[config.mk]
export PLATFORM = sky130hd
export DESIGN_NAME = fan_tach_monitor
export DESIGN_NICKNAME = d
export VERILOG_FILES = /design/src/rtl/fan_tach_pkg.sv /design/src/rtl/fan_tach_monitor_tach_channel.sv /design/src/rtl/fan_tach_monitor.sv
export SDC_FILE = /design/constraint.sdc
export NUM_CORES = 1
export LEC_CHECK = 0
export BUFFER_PORTS_ARGS = -buffer_cell sky130_fd_sc_hd__buf_2
export CORE_ASPECT_RATIO = 1.25
export CORE_UTILIZATION = 45
export CTS_BUF_LIST = sky130_fd_sc_hd__clkbuf_4 sky130_fd_sc_hd__clkbuf_8
export DETAILED_ROUTE_END_ITERATION = 8
export MAX_ROUTING_LAYER = met4
export SYNTH_ARGS = -nofsm -noshare
export SYNTH_HDL_FRONTEND = slang
export SYNTH_HIERARCHICAL = 1
export SYNTH_SLANG_ARGS = --single-unit
export TNS_END_PERCENT = 50
[constraint.sdc]
create_clock -name clk -period 3.8 [get_ports clk]
set_input_delay 0.19 -clock clk [delete_from_list [all_inputs] [get_ports clk]]
set_output_delay 0.19 -clock clk [all_outputs]
set_load 0.1 [all_outputs]
[src/rtl/fan_tach_pkg.sv]
// Shared types and helpers for the fan tachometer monitor.
package fan_tach_pkg;
   typedef logic [15:0] rpm_t;
   localparam rpm_t RPM_MAX = 16'hFFFF;

   function automatic rpm_t sat_inc(rpm_t v);
      return (v == RPM_MAX) ? v : v + 16'd1;
   endfunction
endpackage

[src/rtl/fan_tach_monitor_tach_channel.sv]
// One tach channel: 2-FF synchroniser, deglitch filter, falling-edge detect
// and a saturating edge counter that is cleared by the shared gate pulse.
module tach_channel
   import fan_tach_pkg::*;
#(
   parameter int DEBOUNCE_CYCLES = 8
) (
   input  logic clk,
   input  logic rst_n,
   input  logic tach,
   input  logic clr,
   output rpm_t edge_cnt
);
   localparam int DBW = $clog2(DEBOUNCE_CYCLES + 1);

   logic           sync1;
   logic           sync2;
   logic           filt;
   logic [DBW-1:0] db_cnt;
   logic           flip;
   logic           fall;

   // The Nth consecutive differing sample flips the filtered level.
   assign flip = (sync2 != filt) && (db_cnt == DBW'(DEBOUNCE_CYCLES - 1));
   assign fall = flip && filt;

   always_ff @(posedge clk or negedge rst_n) begin
      if (!rst_n) begin
         sync1    <= 1'b1;
         sync2    <= 1'b1;
         filt     <= 1'b1;
         db_cnt   <= '0;
         edge_cnt <= '0;
      end else begin
         sync1 <= tach;
         sync2 <= sync1;
         if (sync2 == filt) begin
            db_cnt <= '0;
         end else if (flip) begin
            filt   <= sync2;
            db_cnt <= '0;
         end else begin
            db_cnt <= db_cnt + DBW'(1);
         end
         // An edge on the clearing cycle belongs to the new window.
         if (clr) begin
            edge_cnt <= fall ? 16'd1 : 16'd0;
         end else if (fall) begin
            edge_cnt <= sat_inc(edge_cnt);
         end
      end
   end
endmodule

[src/rtl/fan_tach_monitor.sv]
// Fan tachometer monitor: shared gate window, per-fan edge counts scaled to RPM.
// Optional stall detection is built when FAN_TACH_STALL_DETECT_EN is defined.
module fan_tach_monitor
   import fan_tach_pkg::*;
#(
   parameter int NUM_FANS        = 2,
   parameter int GATE_CYCLES     = 125000000,
   parameter int RPM_SCALE       = 60,
   parameter int DEBOUNCE_CYCLES = 8
`ifdef FAN_TACH_STALL_DETECT_EN
   ,
   parameter int STALL_WINDOWS   = 3
`endif
) (
   input  logic                     clk,
   input  logic                     rst_n,
   input  logic [NUM_FANS-1:0]      tach,
   output logic [16*NUM_FANS-1:0]   fan_rpm,
   output logic                     rpm_valid,
   output logic                     rpm_update,
   output logic [NUM_FANS-1:0]      fan_stall
);
   localparam int GW = (GATE_CYCLES > 1) ? $clog2(GATE_CYCLES) : 1;
   localparam int PW = 16 + $clog2(RPM_SCALE + 1);

   logic [GW-1:0] gate;
   logic          term;
   rpm_t          edge_cnt [NUM_FANS];

   assign term = (gate == GW'(GATE_CYCLES - 1));

   function automatic rpm_t scale(rpm_t cnt);
      logic [PW-1:0] prod;
      prod = PW'(cnt) * PW'(RPM_SCALE);
      return (prod > PW'(RPM_MAX)) ? RPM_MAX : prod[15:0];
   endfunction

   for (genvar g = 0; g < NUM_FANS; g++) begin : g_ch
      tach_channel #(
         .DEBOUNCE_CYCLES (DEBOUNCE_CYCLES)
      ) u_ch (
         .clk      (clk),
         .rst_n    (rst_n),
         .tach     (tach[g]),
         .clr      (term),
         .edge_cnt (edge_cnt[g])
      );
   end

   always_ff @(posedge clk or negedge rst_n) begin
      if (!rst_n) begin
         gate       <= '0;
         fan_rpm    <= '0;
         rpm_valid  <= 1'b0;
         rpm_update <= 1'b0;
      end else begin
         rpm_update <= term;
         if (term) begin
            gate      <= '0;
            rpm_valid <= 1'b1;
            for (int i = 0; i < NUM_FANS; i++) begin
               fan_rpm[16*i +: 16] <= scale(edge_cnt[i]);
            end
         end else begin
            gate <= gate + GW'(1);
         end
      end
   end

`ifdef FAN_TACH_STALL_DETECT_EN
   localparam int SW = $clog2(STALL_WINDOWS + 1);

   logic [SW-1:0]       stall_cnt [NUM_FANS];
   logic [NUM_FANS-1:0] stall_q;

   always_ff @(posedge clk or negedge rst_n) begin
      if (!rst_n) begin
         stall_q <= '0;
         for (int i = 0; i < NUM_FANS; i++) begin
            stall_cnt[i] <= '0;
         end
      end else if (term) begin
         for (int i = 0; i < NUM_FANS; i++) begin
            if (edge_cnt[i] == 16'd0) begin
               if (stall_cnt[i] != SW'(STALL_WINDOWS)) begin
                  stall_cnt[i] <= stall_cnt[i] + SW'(1);
               end
               // Flag on the window that brings the count to the limit.
               stall_q[i] <= (stall_cnt[i] >= SW'(STALL_WINDOWS - 1));
            end else begin
               stall_cnt[i] <= '0;
               stall_q[i]   <= 1'b0;
            end
         end
      end
   end

   assign fan_stall = stall_q;
`else
   assign fan_stall = '0;
`endif
endmodule

Yosys cells after proc, flatten, opt, wreduce, memory -nomap -nowiden
Cells that the tools add are included.
W data, S select, Z words.
- input bits: 4
- logic and storage cells: 61
- flip-flop bits (word level): 107
- equal/unequal tests: 11
- reduce and logical (&&, ||, !) cells: 10
- $lt $le $gt $ge: 2
- multiplexer cells: 15
- add/subtract/negate cells: 5
- multiply operators: 2
- bitwise gates (word level): 2
- operator list (operator ; number):
    $mux W16 ; 8
    $gt A22 B16 Y1 const B ; 2
    $mul A16 B4 Y20 const B ; 2
    $add A16 B1 Y16 const B ; 2
    $eq A16 B16 Y1 const B ; 2
    $add A27 B1 Y27 const B ; 1
    $eq A27 B27 Y1 const B ; 1
    $mux W27 ; 1
    $mux W4 ; 4
    $add A4 B1 Y4 const B ; 2
    $eq A4 B3 Y1 const B ; 2
    $reduce_and A2 Y1 ; 4
    $logic_and A1 B1 Y1 ; 4
    $ne A2 B2 Y1 const B ; 2
    $reduce_bool A2 Y1 ; 2
    $eq A1 B1 Y1 ; 2
    $mux W1 ; 2
    $ne A1 B1 Y1 ; 2
    $not A1 Y1 ; 2

Longest topological paths before layout
Gate-level depths: netlist of run 1.
- word-level depth: 5
- mapped depth: 15
- depth with buffers taken out: 13

Cells and area by module
The synthesis of run 1 kept the hierarchy.
- modules (own cells, without submodules) (module ; cells each ; area each (um2) ; instances ; sequential area each (um2)):
    fan_tach_monitor ; 608 ; 5716.7 ; 1 ; 1476.4
    tach_channel ; 125 ; 1211.2 ; 2 ; 579.3

Least setup slack after synthesis of run 1
OpenSTA, ideal clock, no wires.
- kind: reg2reg
- start point: reg g_ch[0].u_ch.edge_cnt[3]
- end point: reg fan_rpm[10]
- period minus slack after synthesis: 3.910 ns
- path buffers: 1
- data arrival time: 3.787 ns
- required time: 3.677 ns
- library setup time: 0.123 ns
- cell stages (with the launch flop): 15
- path slack: -0.110 ns
- cells stage by stage: dfrtp_1 > inv_1 > fa_1 > fa_1 > inv_1 > ha_1 > o21a_1 > and4_4 > a211oi_4 > nor3_1 > a31o_1 > a2111o_1 > nor4_4 > buf_6 > a21oi_2
- longest elaborated chain between the ends: 3
- ends and longest elaborated chain (what ; RTL line ; source):
    start, declared ; fan_tach_monitor_tach_channel.sv:12 ; output rpm_t edge_cnt
    start signal, assigned ; fan_tach_monitor_tach_channel.sv:47 ; edge_cnt <= fall ? 16'd1 : 16'd0;
    start signal, assigned ; fan_tach_monitor_tach_channel.sv:49 ; edge_cnt <= sat_inc(edge_cnt);
    $mul A16 B4 Y20 * ; fan_tach_monitor.sv:34 ; prod = PW'(cnt) * PW'(RPM_SCALE);
    $gt A22 B16 Y1 ; fan_tach_monitor.sv:35 ; return (prod > PW'(RPM_MAX)) ? RPM_MAX : prod[15:0];
    $mux W16 * ; fan_tach_monitor.sv:35 ;
    end signal, assigned by index ; fan_tach_monitor.sv:62 ; fan_rpm[16*i +: 16] <= scale(edge_cnt[i]);
    end, declared ; fan_tach_monitor.sv:18 ; output logic [16*NUM_FANS-1:0] fan_rpm,
Every way passes the cells marked *; elsewhere a longest branch is shown, timed or not.
A chain may end at the register's enable or synchronous reset.

Worst setup path after layout of run 1
- start point: reg g_ch[0].u_ch.edge_cnt[0]
- end point: reg fan_rpm[2]
The elaborated chain is that of the path after synthesis.

==> results of run 1 <==
[worst max-delay path, delay by kind of cell, from the launching register on]
kind	cells	cell delay, ps
AO/OA/AOI/OAI	5	1050
flip-flops	1	430
buffers and inverters	1	200
adder cells (fa/ha/maj)	3	1460
AND/OR/NAND/NOR	3	550
[logic make-up after synthesis]
kind of cell / count (synthesis) / synth area share
XOR/XNOR: 49 / 0.0527
other: 1 / 0.000461
buffers and inverters: 137 / 0.0679
AND/OR/NAND/NOR: 265 / 0.180
AO/OA/AOI/OAI: 192 / 0.154
adder cells (fa/ha/maj): 109 / 0.221
flip-flops: 105 / 0.324
[synthesized netlist by cell type, drive strengths merged (2+ instances only)]
cell type	count	area share
ha	51	0.078
nand4	22	0.017
and4b	2	0.0025
a211oi	4	0.0058
nand2	43	0.020
nor4b	2	0.0022
nor2b	10	0.0077
nand2b	2	0.0015
nor2	63	0.029
o21bai	3	0.0028
nor3	13	0.0080
clkbuf	13	0.0060
o21ai	30	0.019
o311ai	6	0.0065
a21o	14	0.013
buf	13	0.011
and3	12	0.0092
fa	58	0.14
o22a	6	0.0065
and3b	2	0.0022
and2	4	0.0031
a21oi	83	0.056
o21a	4	0.0037
a31oi	3	0.0023
a2111oi	2	0.0022
nand3	30	0.019
or3	7	0.0054
nor3b	3	0.0028
o41ai	3	0.0042
nor4	6	0.0080
o211ai	7	0.0065
xor2	23	0.025
a221oi	2	0.0022
or2	3	0.0023
dfrtp	99	0.30
o31ai	21	0.019
xnor2	26	0.028
and4	10	0.011
inv	110	0.051
nand3b	5	0.0046
or4	24	0.022
dfstp	6	0.019
[worst min path at each step]
stage / startpoint / end / depth (start not counted)
after floorplan: rst_n / fan_rpm[10]$_DFFE_PN0P_ / 0
after global placement: tach[1] / g_ch[1].u_ch/sync1$_DFF_PN1_ / 1
after detailed placement: tach[0] / g_ch[0].u_ch/sync1$_DFF_PN1_ / 1
after CTS: g_ch[1].u_ch/sync1$_DFF_PN1_ / g_ch[1].u_ch/sync2$_DFF_PN1_ / 0
after global routing: g_ch[1].u_ch/sync1$_DFF_PN1_ / g_ch[1].u_ch/sync2$_DFF_PN1_ / 0
final: g_ch[1].u_ch/sync1$_DFF_PN1_ / g_ch[1].u_ch/sync2$_DFF_PN1_ / 0
[report_power, final]
group / switching, mW / leakage, nW / internal [mW]
combinational: 0.0765 / 2.97 / 0.0501
clock: 0.434 / 0.0959 / 0.280
sequential: 0.0282 / 1.42 / 1.16
[flip-flops by register name, indices dropped and copies added, names as in the netlist]
register,cells
g_ch.u_ch/edge_cnt,32
fan_rpm,30
gate,27
g_ch.u_ch/db_cnt,8
g_ch.u_ch/filt,2
g_ch.u_ch/sync1,2
g_ch.u_ch/sync2,2
rpm_update,1
rpm_valid,1
[what timing repair did]
item / CTS / global route
hold buffers: 3 / 0
gates resized for setup: 11 / 36
endpoints found under the setup margin: 29 / 30
hold endpoints to repair: 63 / 0
pin swaps: 1 / 7
setup buffers: 0 / 3
[cells in the final DEF, fill, tap and decap left out, types with 9 or more instances in the layout]
cell type / count
a21oi_1: 67
and3_1: 11
inv_1: 89
o21ai_0: 22
buf_4: 75
dfrtp_1: 95
inv_2: 21
nor2_1: 61
nand3_1: 29
ha_1: 43
or4_1: 24
nor3_1: 12
nand4_1: 22
o31ai_1: 20
buf_2: 36
fa_1: 56
xnor2_1: 26
and4_1: 9
a21o_1: 13
nor2b_1: 10
a21oi_2: 15
xor2_1: 23
clkbuf_8: 10
nand2_1: 43
[cell type report]
class	instances	share of cell area
Clock buffer	12	0.0160
Clock inverter	4	0.00380
Inverter	111	0.0437
Multi-Input combinational cell	617	0.546
Sequential cell	105	0.277
Tap cell	224	0.0294
Timing Repair Buffer	117	0.0846
[routing by layer]
layer / share of wire / global-route usage
met3: 0.019 / 0.0266
met2: 0.54 / 0.377
met5: 0 / -
met1: 0.42 / 0.253
met4: 0.020 / 0.0668
[metrics by stage]
step	TNS (ps)	total power [mW]	util
2_1_floorplan	0	1.29	-
3_3_place_gp	-103	1.34	0.520
3_5_place_dp	-1050	1.34	0.520
4_1_cts	0	2.06	0.535
5_1_grt	-1760	2.12	0.543
6_report	0	2.03	0.543
==> results.json, run 1 <==
{
  "die_height_um": 152,
  "period_needed_ps": 3790,
  "critPathMaxStageDelay_ps": 590,
  "cts_tree": "yes",
  "core_area_um2": 17600,
  "synth_area_um2": 8140,
  "vdd_ir_drop_max_mv": 0.190,
  "layout-drive-gt1-share": 0.224,
  "ys_seq_area_frac": 0.324,
  "worstPathRequired_ps": 4090,
  "clockBufferDepth": 2,
  "ys.flop_type": "dfrtp_1",
  "ys_types": 68,
  "antenna_cells": 0,
  "reg2reg_to": "fan_rpm[2]$_DFFE_PN0P_",
  "regArea_um2": 2640,
  "detail_route.wirelength_um": 17800,
  "rsz0062_at_grt": "true",
  "synth-warning-count": 6,
  "setup_slack_ps": 13.1,
  "critPathSlowestCell": "fa_1",
  "regToRegSetupSlack_ps": 10,
  "clk_pin_slew_ps": 110,
  "relSlewSlack": 0.466,
  "crit_end": "fan_rpm[2]$_DFFE_PN0P_",
  "multi_input_area_um2": 5200,
  "grt_max_degree": 64,
  "slew_viol_final": 0,
  "drt_first_pass_iters": 4,
  "place_ws_ps": -94.6,
  "hold_slack_ps": 352,
  "cts_buffers": 9,
  "avgSynthCellArea_um2": 9.49,
  "gr-usage-all-layers": 0.215,
  "critPathKind": "reg2reg",
  "hold_class": "reg2reg",
  "end_kind": "flip-flop",
  "async_flop_share": 1.00,
  "cts_max_level": 3,
  "drc": 0,
  "outcome": "completed",
  "antenna_found_initial": 0,
  "worstMarginPinSlew_ps": 801,
  "clk_latency_ps": 400,
  "path_cells": "fa_1, fa_2, fa_2, a211oi_2, o311ai_2, and4_1, a21oi_2, nand3_1, a2111o_1, nor4_4, buf_6, a21oi_1",
  "r2r_start": "g_ch[0].u_ch/edge_cnt[0]$_DFFE_PN0P_",
  "area_growth_pct": 17.2,
  "cpMostUsedCell": "fa_2",
  "synth_edf_count": 0,
  "reg2reg_depth": 12,
  "nNetsFinal": 1074,
  "vias_per_cell": 5.47,
  "finalHoldViolations": 0,
  "place_area_um2": 9130,
  "crit_path_max_fanout": 8,
  "max-cap-violations": 0,
  "fmax_mhz": 264,
  "dieArea_um2": 18600,
  "dieWidth_um": 122,
  "post_drt_wl_per_cell_um": 15.0,
  "final_cell_count_no_fill": 1190,
  "dr.first_iter.drc_count": 298,
  "synth_seq_cells": 105,
  "pin_count": 40,
  "p_per_area_nw_per_um2": 213,
  "hpwlAfterDp_um": 13800,
  "cts_sinks": 105,
  "synthCells": 858,
  "finalInstanceArea_um2": 9540,
  "root_buffer": "clkbuf_8",
  "ant_nets": 0,
  "rows": 54,
  "cp-start-kind": "flip-flop",
  "skew_ps": 11.0,
  "start_util": 0.463,
  "period_share": 0.997,
  "overflow": 0,
  "nFillCells": 1602,
  "crit_start": "g_ch[0].u_ch/edge_cnt[0]$_DFFE_PN0P_",
  "portBuffers": 37,
  "finalWeightedCongestion": 0.906,
  "setup_viol": 0,
  "dp_cells": 1168,
  "grt_pass1_wl_um": 31300,
  "grt_pass1_vias": 6632,
  "vias": 6515,
  "cp.arrival_ps": 4070,
  "leakagePower_nw": 4.49
}
(Power assumes the default switching activity.)
==> run 2, diff against run 1 <==
ABC_AREA = 1   (was default)
CORE_ASPECT_RATIO = 1.5   (was 1.25)
==> run 2 against run 1 <==
Net effect: count of clock-buffer cells in the layout is 3 lower; first-iteration DRC count is 16% higher; maximum frequency is 8.8% higher; routed wire length is 18% higher; power is 3.4% lower; final cell count is 37% higher; sequential share of layout area is 2.7 points lower; via count is 23% higher; sequential cell count stayed put; clock skew is 4.0 ps higher; non-clock buffer count is 39 lower; sequential power hardly changed; largest power group unchanged.
==> results.json, run 2 <==
{
  "ys_types": 45,
  "rsz0062_at_grt": "false",
  "synth_area_um2": 9680,
  "dr.first_iter.drc_count": 347,
  "nNetsFinal": 1474,
  "cp-start-kind": "flip-flop",
  "r2r_start": "g_ch[1].u_ch/edge_cnt[4]$_DFFE_PN0P_",
  "setup_viol": 0,
  "fmax_mhz": 287,
  "end_kind": "flip-flop",
  "portBuffers": 37,
  "finalWeightedCongestion": 0.921,
  "grt_pass1_vias": 8039,
  "dp_cells": 1613,
  "hpwlAfterDp_um": 17100,
  "ys_seq_area_frac": 0.272,
  "top_regs": "g_ch.u_ch/edge_cnt: 32 flops, fan_rpm: 30 flops, gate: 27 flops",
  "largest_reg_flops": 32,
  "min_from": "g_ch[1].u_ch/sync1$_DFF_PN1_",
  "relSlewSlack": 0.488,
  "pin_count": 40,
  "slew_viol_final": 0,
  "regToRegSetupSlack_ps": 320,
  "async_flop_share": 1.00,
  "layout_commonest_cell": "nand2_1",
  "finalSetupTns_ps": 0,
  "clk_pin_slew_ps": 110,
  "whs_endpoint": "g_ch[1].u_ch/sync2$_DFF_PN1_",
  "critPathKind": "reg2reg",
  "cp.arrival_ps": 3780,
  "layout-drive-gt1-share": 0.179,
  "hold_class": "reg2reg",
  "synthCells": 1293,
  "synth_seq_cells": 105,
  "whs_path_depth": 0,
  "clockPowerShare": 0.350,
  "vias_per_cell": 4.90,
  "grt_max_degree": 56,
  "power.switching_uw": 522,
  "finalInstanceArea_um2": 10600,
  "root_buffer": "clkbuf_8",
  "start_util": 0.460,
  "ys_top_cells_by_count": "307 x nand2_1, 236 x inv_1, 112 x nor2_1, 99 x dfrtp_1, 89 x nand3_1",
  "largest-register": "g_ch.u_ch/edge_cnt",
  "pwr-share-comb": 0.050,
  "p_per_area_nw_per_um2": 186,
  "synth_edf_count": 0,
  "die_height_um": 182,
  "max-cap-violations": 0,
  "outcome": "completed",
  "leakagePower_nw": 5.90,
  "worstPathRequired_ps": 4100,
  "period_needed_ps": 3480,
  "vias": 8011,
  "worstMarginPinSlew_ps": 768,
  "crit_path_max_fanout": 13,
  "seq_power_share": 0.601,
  "area_growth_pct": 9.05,
  "swShare": 0.266,
  "rows": 65,
  "clk_latency_ps": 400,
  "antenna_cells": 0,
  "gr-usage-all-layers": 0.213,
  "dieWidth_um": 122,
  "reg2reg_to": "fan_rpm[22]$_DFFE_PN0P_",
  "avgSynthCellArea_um2": 7.49,
  "grt_pass1_wl_um": 36600,
  "vdd_ir_drop_max_mv": 0.183,
  "overflow": 0,
  "cts_buffers": 9,
  "antenna_found_initial": 0,
  "post_drt_wl_per_cell_um": 12.9,
  "yosys.area.top_type": "dfrtp_1",
  "cts_sinks": 105,
  "dieArea_um2": 22100,
  "finalHoldViolations": 0,
  "ant_nets": 0,
  "final_util": 0.501,
  "final_cell_mix": "307 x nand2_1, 234 x inv_1, 112 x nor2_1",
  "ys.flop_type": "dfrtp_1",
  "skew_ps": 15.0,
  "yosysMostFrequentCell": "nand2_1",
  "cts_max_level": 3,
  "synth_area_leaders": "dfrtp_1 26%, fa_1 12%, nand2_1 12%",
  "core_area_um2": 21100,
  "reg2reg_depth": 18,
  "drc": 0,
  "internal_power_mw": 1.44,
  "drt_first_pass_iters": 5,
  "synth-warning-count": 6,
  "synth_top_area_frac": 0.256,
  "place_area_um2": 10300,
  "cts_tree": "yes",
  "period_share": 0.916,
  "detail_route.wirelength_um": 21000,
  "final_cell_count_no_fill": 1634,
  "clockBufferDepth": 2
}
[run 2: cell count changes after synthesis, moves of 24 or more]
| cell | previous run | this run |
|---|---|---|
| or4_1 | 24 | 0 |
| inv_1 | 109 | 236 |
| nand3_1 | 29 | 89 |
| nor2_1 | 62 | 112 |
| a21oi_1 | 73 | 33 |
| nand2_1 | 43 | 307 |
| xnor2_1 | 26 | 2 |
| or2_2 | 2 | 34 |
| nand2_2 | 0 | 30 |
[run 2: repair_timing]
action                                  in CTS  in global routing
gates resized for setup                      0                  3
setup buffers                                0                  2
hold endpoints to repair                    49                  0
hold buffers                                 3                  0
endpoints found under the setup margin       0                  6
[run 2: kinds of logic (layout without fill, tap and decap cells)]
kind of cell | Yosys count | in the layout | synth area share
AO/OA/AOI/OAI | 93 | 93 | 0.0607
buffers and inverters | 274 | 346 | 0.118
other | 1 | 2 | 0.000387
adder cells (fa/ha/maj) | 109 | 109 | 0.186
flip-flops | 105 | 105 | 0.272
XOR/XNOR | 40 | 40 | 0.0362
AND/OR/NAND/NOR | 671 | 671 | 0.327
[run 2: power by group through the flow]
| stage | clock (mW) | combinational, mW | sequential (mW) |
|---|---|---|---|
| 2_1_floorplan | 0 | 0.0607 | 1.20 |
| 3_3_place_gp | 0 | 0.0981 | 1.20 |
| 3_5_place_dp | 0 | 0.0992 | 1.20 |
| 4_1_cts | 0.715 | 0.102 | 1.18 |
| 5_1_grt | 0.760 | 0.114 | 1.18 |
| 6_report | 0.686 | 0.0975 | 1.18 |
[run 2: per-layer routing]
layer  vias to the layer above  global-route usage  share of wire
li1                       4129                   -              -
met1                      3723               0.234           0.42
met2                       122               0.389           0.54
met3                        37              0.0214          0.019
met4                         0              0.0780          0.027
met5                         -                   -              0
[run 2: worst max-delay path by stage]
stage	slack [ps]	end	startpoint	cells past startpoint
after floorplan	620	fan_rpm[21]$_DFFE_PN0P_	g_ch[1].u_ch/edge_cnt[4]$_DFFE_PN0P_	18
after global placement	240	fan_rpm[2]$_DFFE_PN0P_	g_ch[0].u_ch/edge_cnt[11]$_DFFE_PN0P_	16
after detailed placement	220	fan_rpm[2]$_DFFE_PN0P_	g_ch[0].u_ch/edge_cnt[12]$_DFFE_PN0P_	16
after CTS	190	fan_rpm[2]$_DFFE_PN0P_	g_ch[0].u_ch/edge_cnt[10]$_DFFE_PN0P_	16
after global routing	20	fan_rpm[22]$_DFFE_PN0P_	g_ch[1].u_ch/edge_cnt[4]$_DFFE_PN0P_	18
final	320	fan_rpm[22]$_DFFE_PN0P_	g_ch[1].u_ch/edge_cnt[4]$_DFFE_PN0P_	18
[run 2: worst max-delay path, cell delays in order, from the launching register on]
cell     delay, ps
dfrtp_1        470
inv_1          180
fa_1           530
fa_1           510
inv_1           40
ha_1           330
nand2_1        170
inv_1           60
a21oi_1        140
nand2_1        130
nand2_1        100
nand2_1         60
nand2_1         80
nand2_1         60
nor2_2          90
buf_4          190
nand4_1        130
nand2_1         80
inv_1           40
[run 2: layout make-up]
type / instances / area (um2)
clock inverter: 7 / 63.8
multi-input combinational: 915 / 5910
sequential: 105 / 2640
inverter: 252 / 946
clock buffer: 9 / 124
fill: 2157 / 10500
timing repair buffer: 78 / 541
tap: 268 / 335
[run 2: through the flow]
step	worst slack, ps	total power, mW	hold WS [ps]
floorplan	620	1.26	-106
global placement	242	1.30	296
detailed placement	216	1.30	296
CTS	188	2.00	363
global route	16.1	2.06	365
finish	318	1.96	360
